==> src/rtl/sccb_cfg_sequencer.sv <==
// sccb_cfg_sequencer: walks the OV7670 register table and issues one SCCB write per entry.
// It inserts a power-up delay, a soft-reset settle delay and inter-write gaps.
// Optional macro SCCB_TIMEOUT_EN adds a per-write timeout with unlimited retries and a sticky
// timeout_err flag. Without it, WAIT_DONE waits forever and timeout_err is tied low.
// The delay parameters are assumed to be >= 1.
module sccb_cfg_sequencer #(
    parameter logic [7:0]  REG_NUM     = 8'd8,
    parameter int unsigned PWR_DLY_CYC = 500000,
    parameter int unsigned RST_DLY_CYC = 25000,
    parameter int unsigned GAP_CYC     = 16
`ifdef SCCB_TIMEOUT_EN
    ,
    parameter int unsigned TIMEOUT_CYC = 32000
`endif
) (
    input  logic       clk,
    input  logic       rst_n,
    input  logic       cfg_start,
    input  logic       sccb_done,
    output logic       sccb_send_en,
    output logic [7:0] sccb_addr,
    output logic [7:0] sccb_value,
    output logic [7:0] cfg_index,
    output logic       cfg_busy,
    output logic       cfg_done,
    output logic       timeout_err
);

    localparam logic [2:0] S_PWR_WAIT  = 3'd0;
    localparam logic [2:0] S_LOAD      = 3'd1;
    localparam logic [2:0] S_SEND      = 3'd2;
    localparam logic [2:0] S_WAIT_DONE = 3'd3;
    localparam logic [2:0] S_RST_WAIT  = 3'd4;
    localparam logic [2:0] S_GAP       = 3'd5;
    localparam logic [2:0] S_NEXT      = 3'd6;
    localparam logic [2:0] S_FINISH    = 3'd7;

    localparam logic [31:0] RST_LAST = RST_DLY_CYC - 1;
    localparam logic [31:0] GAP_LAST = GAP_CYC - 1;

    logic [2:0]  state_q, state_d;
    logic [31:0] cnt_q, cnt_d;
    logic [7:0]  index_q, index_d;
    logic [7:0]  addr_q, addr_d;
    logic [7:0]  value_q, value_d;
    logic        send_q;
    logic        busy_q;
    logic        done_q;
    logic [15:0] tbl_entry;
    logic        is_soft_rst;
    logic        counting;
    logic        timeout_hit;

`ifdef SCCB_TIMEOUT_EN
    localparam logic [31:0] TO_LAST = TIMEOUT_CYC - 1;
    logic timeout_err_q;

    assign timeout_hit = (state_q == S_WAIT_DONE) && !sccb_done && (cnt_q == TO_LAST);
    assign counting    = (state_q == S_PWR_WAIT) || (state_q == S_RST_WAIT) ||
                         (state_q == S_GAP) || (state_q == S_WAIT_DONE);

    // Sticky timeout flag, cleared only by rst_n.
    always_ff @(posedge clk or negedge rst_n) begin
        if (!rst_n) begin
            timeout_err_q <= 1'b0;
        end else if (timeout_hit) begin
            timeout_err_q <= 1'b1;
        end
    end

    assign timeout_err = timeout_err_q;
`else
    assign timeout_hit = 1'b0;
    assign counting    = (state_q == S_PWR_WAIT) || (state_q == S_RST_WAIT) ||
                         (state_q == S_GAP);
    assign timeout_err = 1'b0;
`endif

    // Register table: {addr, value}. Entry 0 soft-resets the camera; indices past the table read 0xFFFF.
    always_comb begin
        tbl_entry = 16'hFFFF;
        if (index_q < REG_NUM) begin
            case (index_q)
                8'd0:    tbl_entry = 16'h1280;  // COM7: soft reset
                8'd1:    tbl_entry = 16'h1101;  // CLKRC: prescaler /2
                8'd2:    tbl_entry = 16'h1204;  // COM7: RGB output
                8'd3:    tbl_entry = 16'h0C00;  // COM3: no scaling
                8'd4:    tbl_entry = 16'h3E00;  // COM14: normal PCLK
                8'd5:    tbl_entry = 16'h40D0;  // COM15: RGB565, full range
                8'd6:    tbl_entry = 16'h8C00;  // RGB444 disabled
                8'd7:    tbl_entry = 16'h3A04;  // TSLB: output sequence
                default: tbl_entry = 16'hFFFF;
            endcase
        end
    end

    // The settle delay keys off the data actually sent, so a retried soft reset also waits.
    assign is_soft_rst = (addr_q == 8'h12) && (value_q == 8'h80);

    // Sequencer next-state logic.
    always_comb begin
        state_d = state_q;
        index_d = index_q;
        addr_d  = addr_q;
        value_d = value_q;
        case (state_q)
            // The first edge after release is the entry edge, followed by PWR_DLY_CYC counting cycles.
            S_PWR_WAIT: begin
                if (cnt_q == PWR_DLY_CYC) begin
                    state_d = S_LOAD;
                end
            end
            S_LOAD: begin
                addr_d  = tbl_entry[15:8];
                value_d = tbl_entry[7:0];
                state_d = S_SEND;
            end
            S_SEND: state_d = S_WAIT_DONE;
            S_WAIT_DONE: begin
                if (sccb_done) begin
                    state_d = is_soft_rst ? S_RST_WAIT : S_GAP;
                end else if (timeout_hit) begin
                    state_d = S_LOAD;
                end
            end
            S_RST_WAIT: begin
                if (cnt_q == RST_LAST) begin
                    state_d = S_NEXT;
                end
            end
            S_GAP: begin
                if (cnt_q == GAP_LAST) begin
                    state_d = S_NEXT;
                end
            end
            S_NEXT: begin
                if (index_q == REG_NUM - 8'd1) begin
                    state_d = S_FINISH;
                end else begin
                    index_d = index_q + 8'd1;
                    state_d = S_LOAD;
                end
            end
            S_FINISH: begin
                if (cfg_start) begin
                    index_d = 8'd0;
                    state_d = S_LOAD;
                end
            end
            default: state_d = S_PWR_WAIT;
        endcase
    end

    // The delay counter restarts from 0 on every state change and only runs in timed states.
    always_comb begin
        cnt_d = 32'd0;
        if (counting && (state_d == state_q)) begin
            cnt_d = cnt_q + 32'd1;
        end
    end

    // State, data and registered outputs; the outputs follow the state being entered.
    always_ff @(posedge clk or negedge rst_n) begin
        if (!rst_n) begin
            state_q <= S_PWR_WAIT;
            cnt_q   <= 32'd0;
            index_q <= 8'd0;
            addr_q  <= 8'd0;
            value_q <= 8'd0;
            send_q  <= 1'b0;
            busy_q  <= 1'b1;
            done_q  <= 1'b0;
        end else begin
            state_q <= state_d;
            cnt_q   <= cnt_d;
            index_q <= index_d;
            addr_q  <= addr_d;
            value_q <= value_d;
            send_q  <= (state_d == S_SEND);
            busy_q  <= (state_d != S_FINISH);
            done_q  <= (state_d == S_FINISH);
        end
    end

    assign sccb_send_en = send_q;
    assign sccb_addr    = addr_q;
    assign sccb_value   = value_q;
    assign cfg_index    = index_q;
    assign cfg_busy     = busy_q;
    assign cfg_done     = done_q;

endmodule
==> config.mk <==
export PLATFORM = sky130hd
export DESIGN_NAME = sccb_cfg_sequencer
export DESIGN_NICKNAME = d
export VERILOG_FILES = /design/src/rtl/sccb_cfg_sequencer.sv
export SDC_FILE = /design/constraint.sdc
export NUM_CORES = 1
export LEC_CHECK = 0
export CORE_ASPECT_RATIO = 0.75
export CORE_UTILIZATION = 34
export CTS_BUF_LIST = sky130_fd_sc_hd__clkbuf_4 sky130_fd_sc_hd__clkbuf_8
export DETAILED_ROUTE_END_ITERATION = 10
export MAX_ROUTING_LAYER = met4
export SYNTH_ARGS = -nofsm -noshare
export SYNTH_HDL_FRONTEND = slang
export SYNTH_SLANG_ARGS = --single-unit
==> constraint.sdc <==
create_clock -name clk -period 2.7 [get_ports clk]
set_clock_uncertainty 0.15 [all_clocks]
set_input_delay 0.405 -clock clk [delete_from_list [all_inputs] [get_ports clk]]
set_output_delay 0.405 -clock clk [all_outputs]
set_load 0.02 [all_outputs]
Word level (Yosys, flattened, before mapping). Memories as Yosys holds them, arrays and structs flattened. Index checks and enable logic that the tools add are counted.

Bits in registers: 62. Bits in latches: 0. RAM bits: 0. Memory bits (read-only): 104. Bits of input ports: 4. Output and inout bits: 28. Word-level logic and storage cells: 53. Memories kept: 1.

Memory list: (no name shown) (depth 8, width 13, rd ports 1, clocked after memory_dff 0, write ports 0, RTL line 83) `case (index_q)`.

Add/sub/neg operators: 2. $mul: 0. Divide/modulo/power cells: 0. Magnitude comparators: 1. Equal/unequal tests: 19. Shift operators: 0. Muxes and demuxes: 14. Bitwise operators: 0. Reduce and logical (&&, ||, !) cells: 8.

Operator list (number): $add A32 B1 Y32 const B (1); $eq A32 B15 Y1 const B (1); $eq A32 B19 Y1 const B (1); $eq A32 B4 Y1 const B (1); $mux W16 (2); $mux W32 (1); $pmux W3 S8 (1); $mux W3 (6); $mux W8 (2); $pmux W8 S2 (1); $eq A3 B3 Y1 const B (5); $eq A3 B2 Y1 const B (3); $add A8 B1 Y8 const B (1); $eq A8 B3 Y1 const B (1); $eq A8 B5 Y1 const B (1); $eq A8 B8 Y1 const B (1); $lt A8 B4 Y1 const B (1); $logic_not A5 Y1 (1); $ne A2 B2 Y1 const B (2); $eq A3 B1 Y1 const B (1); $eq A3 B3 Y1 (1); $logic_not A3 Y1 (1); $ne A3 B3 Y1 const B (1); $reduce_and A3 Y1 (1); 4 further kinds (6).

Longest topological paths before layout. Gate-level depths: netlist of run 1.

Depth in word-level cells: 8. Mapped depth: 7.

Least setup slack after synthesis of run 1. OpenSTA, ideal clock, no wires.

Path type: register to register. From: reg cnt_q[4]. To: reg cnt_q[19]. Library setup time: 119 ps. Arrival: 2016 ps. Required time: 2431 ps. Path slack: 415 ps. Stages on the path, launching flop included: 8. Path through: dfrtp_1 -> buf_6 -> or4_4 -> nor4_4 -> nand4b_4 -> o211ai_4 -> buf_6 -> nor2_2.

Cells in the longest elaborated chain, start to end: 6. Elaborated cells on any way between the ends: 11. Classes of those cells: add/sub (1); eq/ne (4); mux (5); reduce/logical (1).

Ends and longest elaborated chain: start, declared (RTL line 42) `logic [31:0] cnt_q, cnt_d;`; start signal, assigned (RTL line 175) `cnt_q <= cnt_d;`; $eq A32 B4 Y1 (tied with other cells) (RTL line 132) `if (cnt_q == GAP_LAST) begin`; $mux W3, on equally long branches (RTL line 132, 109, 127); $pmux W3 S8 (RTL line 106) `case (state_q)`; $eq A3 B3 Y1 (RTL line 157) `if (counting && (state_d == state_q)) begin`; $logic_and A1 B1 Y1 (RTL line 157); $mux W32 * (RTL line 157); net cnt_d[19] (RTL line 42).

The timed path passes the listed nets; every way through them passes the cells marked *. A chain may end at the register's enable or synchronous reset.

Worst setup path in the final report of run 1.
From: reg cnt_q[4]. To: reg cnt_q[13].

The elaborated chain is that of the path after synthesis.

==> results.md, run 1 <==
- Critical path buffers and inverters: 0
- Cts hold-fix bufs: 0
- Primary FF master, synth: dfrtp_1
- Largest net degree at the start of global routing: 58
- Worst-Margin Slew: around 0.74 ns
- Initial antenna violation count: 0
- Setup TNS: 0 ns
- # clock sinks: 57
- Remaining global-route overflow: 0
- Synth Register Bits: 57
- ANT cells: 0
- Commonest non-fill, non-tap cell in the layout: dfrtp_1
- Final non-filler cell area: between 0.003 and 0.004 mm^2
- Worst Setup Start Kind: flip-flop
- Area Overhead vs Synth: 19.0%
- Kind of cell adding the most delay to the critical path: simple AND/OR/NAND/NOR gates
- Final setup margin: 0.260 ns
- Post-Synth Simple-Gate Area: 29.1%
- DRC viols: 0
- Vias per inst: 5.17
- Pwr dens: roughly 870 mW/mm^2
- Adder-cell share of the synthesized area: 2.35%
- Post-synth EDFFs: 0
- Yosys warnings: 0
- Synth area leader: dfrtp_1
- Routed Antenna Nets: 0
- Inserted Clock Buffers: 9
- Die ar.: approximately 0.0098 mm^2
- Root buf cell: clkbuf_8
- Worst Hold Class: input pin to async pin
- Synth Area in Compound Gates: 8.62%
- CTS tree: yes
- Distinct cells, synth: 46
- Max incr delay on CP: 0.60 ns
- Final HPWL DP: 4.86 mm
- Mapped cell area: 0.00319 mm^2
- FF-to-FF setup slack: 0.26 ns
- Max-capacitance violation count: 0
- Number of DRC markers in iteration 0: roughly 130
- I/O pin count: 32
- Tot GR Track Use: 16.2%
- Reg-to-Reg Start: cnt_q[4]$_DFF_PN0_
- Worst Reg-to-Reg Cells: 5
- Tcrit/Tclk final: 90.4%
- Syn_area_per_cell: 9.42 um^2
- Port Buf Inserts: 30
- Final Non-Filler Cells: 500
- Layout cell share with drive strength beyond 1: about an eighth
- Yosys top cell area share: ~44%
- Placed Area: ~0.0036 mm^2
- Leakage power: 1.43 nW
- Nets@finish: 377
- Min cycle time layout: 2.44 ns
- VDD IR max: 0.312 mV
- Worst hold slack: 0.0444 ns
- CP max FO: 8
- Routed wire length: 7.14 mm
- Max Slew Vio Count: 0
- Most frequent cells in the layout: dfrtp_1, nor2_1, clkdlybuf4s50_1, nor4_1, xnor2_1
- Die X: ~110 um
- Core Area: 0.00908 mm^2
- Inst Count DP: 484
- RePlAce Congestion: roughly 0.8
- CP arrival: 2.50 ns
- Slowest CP cell: or4_4
- Post-DR wirelength/cell: approximately 14 um
- Via count: 2,583
- Post-synthesis instance total: approximately 340
- Post-CTS Setup Bufs: 0
- Setup repair after global routing missed its margin: false
- Sequential area share after synthesis: 44.7%
- CTS Buffer Depth: 2
- Critical path endpoint category: flip-flop
- Final setup viols: 0
- Final core occ: 41.8%
- Vias in the first global route: 2,384
- Final hold violation count: 0
- Post-synthesis xor/xnor area fraction: about 9.0%
- CP cell instances: or4_4 -> nor4_4 -> nand4b_4 -> a211oi_4 -> nor4_1
- Htree depth: 3
- CP Data Required Time: 2.76 ns
- Post-CTS resize count: 0
- Total power: 3.31 mW
- Synth area leaders: dfrtp_1, xnor2_1, nor4_1
- Largest family of logic cells by synthesized area: simple AND/OR/NAND/NOR gates
- Worst slew margin: 50.9%
- Core Rows: 30
- Fmax: 0.410 GHz
- Kind of critical path: flip-flop to flip-flop
- DRT Pass-1 Iters: 4
- Post-synthesis mux area share: 0%
- Async SR Flop Fraction: 100%
- Capturing point of the worst reg2reg path: cnt_q[13]$_DFF_PN0_
- Dpl ws: roughly 0.28 ns
- Clk slew on worst S/H paths: 0.07 ns
- First-pass GRT wire length: 12.0 mm
- Status: completed
- Worst skew pair latency: 0.34 ns
- Die Height: 85.9 um
- Filler cells: 907
- Initial core utilization: 35.2%
- Post-synthesis net count: 349
==> cell type report <==
type	instances	area [um^2]	share of cell area, %
Clock buffer	13	160	4.21
Sequential cell	57	1430	37.6
Clock inverter	3	40.0	1.05
Timing Repair Buffer	39	375	9.88
Inverter	16	60.1	1.58
Tap cell	128	160	4.21
Multi-Input combinational cell	244	1580	41.5
==> worst reg2reg max path: cells and delay by family, from the launching register on <==
kind | cells | cell delay (ns)
AND/OR/NAND/NOR | 4 | 1.23
flip-flops | 1 | 0.47
AO/OA/AOI/OAI | 1 | 0.46
==> how the worst max path moves through the flow <==
stage	start	to	slack (ns)	cells after the start
floorplan	cnt_q[4]$_DFF_PN0_	cnt_q[19]$_DFF_PN0_	0.42	7
global placement	cnt_q[4]$_DFF_PN0_	cnt_q[16]$_DFF_PN0_	0.33	5
detailed placement	cnt_q[4]$_DFF_PN0_	cnt_q[13]$_DFF_PN0_	0.28	5
CTS	cnt_q[4]$_DFF_PN0_	cnt_q[18]$_DFF_PN0_	0.28	5
global route	cnt_q[4]$_DFF_PN0_	cnt_q[8]$_DFF_PN0_	0.16	6
finish	cnt_q[4]$_DFF_PN0_	cnt_q[13]$_DFF_PN0_	0.26	5
==> power breakdown <==
group / total (mW) / leakage [nW] / switching [mW] / internal, mW
Combinational: 1.30 / 0.577 / 0.760 / 0.540
Sequential: 1.18 / 0.750 / 0.187 / 0.997
Clock: 0.829 / 0.108 / 0.349 / 0.480
==> kinds of logic (layout without fill, tap and decap cells) <==
family          count (synthesis)  count (layout)
buf+inv                        38              71
flops                          57              57
fa+ha+maj                       6               6
compound gates                 41              41
simple gates                  163             163
xor+xnor                       33              33
other cells                     1               1
==> cell usage after synthesis, types with 3 or more instances <==
library cell	number
xor2_1	9
buf_4	6
nor3_1	14
a21oi_1	16
clkbuf_1	11
buf_6	4
inv_1	16
dfrtp_1	56
nand3_1	10
o31ai_1	3
nor4_1	26
ha_1	6
nor2_1	35
xnor2_1	24
nor2_2	10
nand2_1	22
nand2b_1	6
nand4_1	14
a31oi_1	6
and4_1	8
o21ai_0	7
==> per-layer routing <==
| layer | track usage (%) | part of all wire, % | wire, um |
|---|---|---|---|
| met1 | 23.6 | 52 | 3740 |
| met4 | 5.67 | 1.3 | 94 |
| met3 | 3.60 | 3.6 | 256 |
| met2 | 21.8 | 43 | 3050 |
| met5 | - | 0 | 0 |
==> registers in the layout, summed over array words and instances, names as in the netlist <==
| name | cells |
|---|---|
| cnt_q | 32 |
| cfg_index | 8 |
| sccb_addr | 8 |
| sccb_value | 3 |
| state_q | 3 |
| cfg_busy | 1 |
| cfg_done | 1 |
| sccb_send_en | 1 |
Note: power is estimated with default switching activity, not from simulation.
==> inputs of run 2 (changes only) <==
MAX_ROUTING_LAYER = unset   (was met4)
==> run 2 against run 1 <==
Compared with the run above: non-clock buffer count did not move; setup slack improved by 0.0026 ns; combinational power barely moved.
==> results.md, run 2 (synthesized netlist as in run 1, its figures left out) <==
- CP arrival: 2.49 ns
- Setup repair after global routing missed its margin: false
- Post-CTS Setup Bufs: 0
- I/O pin count: 32
- Root buf cell: clkbuf_8
- Nets@finish: about 380
- Min cycle time layout: about 2.4 ns
- Clk slew on worst S/H paths: 0.07 ns
- Worst Setup Start Kind: flip-flop
- Tcrit/Tclk final: 90.3%
- Max Slew Vio Count: 0
- Routed Antenna Nets: 0
- Final setup viols: 0
- Setup TNS: 0 ns
- Die X: approximately 110 um
- DRT Pass-1 Iters: 4
- Post-DR wirelength/cell: 14.3 um
- # clock sinks: 57
- Dpl ws: 0.284 ns
- Final hold violation count: 0
- Cts hold-fix bufs: 0
- Layout cell share with drive strength beyond 1: around an eighth
- Core Area: 0.00908 mm^2
- Top reg by flops: cnt_q
- CTS tree: yes
- Worst-Margin Slew: ~0.74 ns
- Fmax: between 0.4 and 0.5 GHz
- Final setup margin: 0.263 ns
- Commonest non-fill, non-tap cell in the layout: dfrtp_1
- Initial antenna violation count: 0
- Remaining global-route overflow: 0
- First-pass GRT wire length: 12.0 mm
- Die Height: 85.9 um
- Post-CTS resize count: 0
- Via count: approximately 2,600
- FF-to-FF setup slack: between 0.2 and 0.3 ns
- Worst Hold Class: input pin to async pin
- Max FFs per register: 32
- ANT cells: 0
- Htree depth: 3
- Port Buf Inserts: 30
- Routed wire length: roughly 7 mm
- Initial core utilization: between 30% and 40%
- Pwr dens: 872 mW/mm^2
- Worst slew margin: between 50% and 60%
- Critical path endpoint category: flip-flop
- Core Rows: 30
- Area Overhead vs Synth: 19.0%
- Status: completed
- VDD IR max: approximately 0.31 mV
- Worst hold slack: roughly 0.047 ns
- Vias per inst: about 5.2
- Max-capacitance violation count: 0
- CP max FO: 8
- DRC viols: 0
- RePlAce Congestion: 0.779
- Die ar.: 0.00979 mm^2
- CTS Buffer Depth: 2
- Largest net degree at the start of global routing: 58
- Final HPWL DP: approximately 5 mm
- Leakage power: around 1.4 nW
- Inserted Clock Buffers: 9
- Tot GR Track Use: 15.8%
- Vias in the first global route: 2,381
- Total power: 3.32 mW
- Worst skew pair latency: 0.34 ns
- Number of DRC markers in iteration 0: 124
- Kind of critical path: flip-flop to flip-flop
- Most frequent cells in the layout: dfrtp_1, nor2_1, clkdlybuf4s50_1, nor4_1, xnor2_1
- CP Data Required Time: 2.75 ns
==> run 2: cell counts in the layout (fill, tap and decap cells not counted) <==
No cell type changed its count.
==> run 2: routing by layer <==
layer | up-vias | share of wire [%] | global-route usage, %
met1 | 1251 | 53 | 23.6
met5 | - | 0 | 0
met3 | 7 | 3.6 | 3.82
met2 | 58 | 43 | 21.8
li1 | 1263 | - | -
met4 | 0 | 0.77 | 5.67
==> run 2: per-stage QoR <==
stage / instances / utilization (%) / cell area [um^2]
after detailed placement: 484 / 39.6 / 3600
after CTS: 500 / 41.8 / 3800
after floorplan: 339 / - / 3190
after global placement: 484 / 39.6 / 3600
after global routing: 500 / 41.8 / 3800
final: 500 / 41.8 / 3800
==> run 2: final timing paths <==
path,depth (start not counted),startpoint,to
setup / recovery,5,cnt_q[4]$_DFF_PN0_,cnt_q[18]$_DFF_PN0_
max in group asynchronous,2,rst_n,cnt_q[10]$_DFF_PN0_
min in group clk,1,cnt_q[0]$_DFF_PN0_,cnt_q[0]$_DFF_PN0_
hold / removal,2,rst_n,sccb_send_en$_DFF_PN0_
setup reg to reg,5,cnt_q[4]$_DFF_PN0_,cnt_q[18]$_DFF_PN0_
hold reg to reg,1,cnt_q[0]$_DFF_PN0_,cnt_q[0]$_DFF_PN0_
==> run 2: power breakdown <==
group	internal [mW]	switching [mW]
Combinational	0.540	0.761
Sequential	0.997	0.187
Clock	0.480	0.350
==> run 2: worst max-delay path, stage by stage, from the launching register on <==
cell and delay (ns):
dfrtp_1 0.47, or4_4 0.60, nor4_4 0.34, nand4b_4 0.18, a211oi_4 0.46, nor4_1 0.11
==> run 2: area by class of cell <==
| cell class | instances | area, um^2 |
|---|---|---|
| Inverter | 16 | 60.1 |
| Clock inverter | 3 | 40.0 |
| Fill cell | 907 | 5280 |
| Tap cell | 128 | 160 |
| Sequential cell | 57 | 1430 |
| Clock buffer | 13 | 160 |
| Timing Repair Buffer | 39 | 375 |
| Multi-Input combinational cell | 244 | 1580 |
==> inputs of run 3 (changes only) <==
SETUP_SLACK_MARGIN = 0.05   (was unset)
==> results of run 3 <==
Final layout, timing and power as in run 2 (identical DEF).
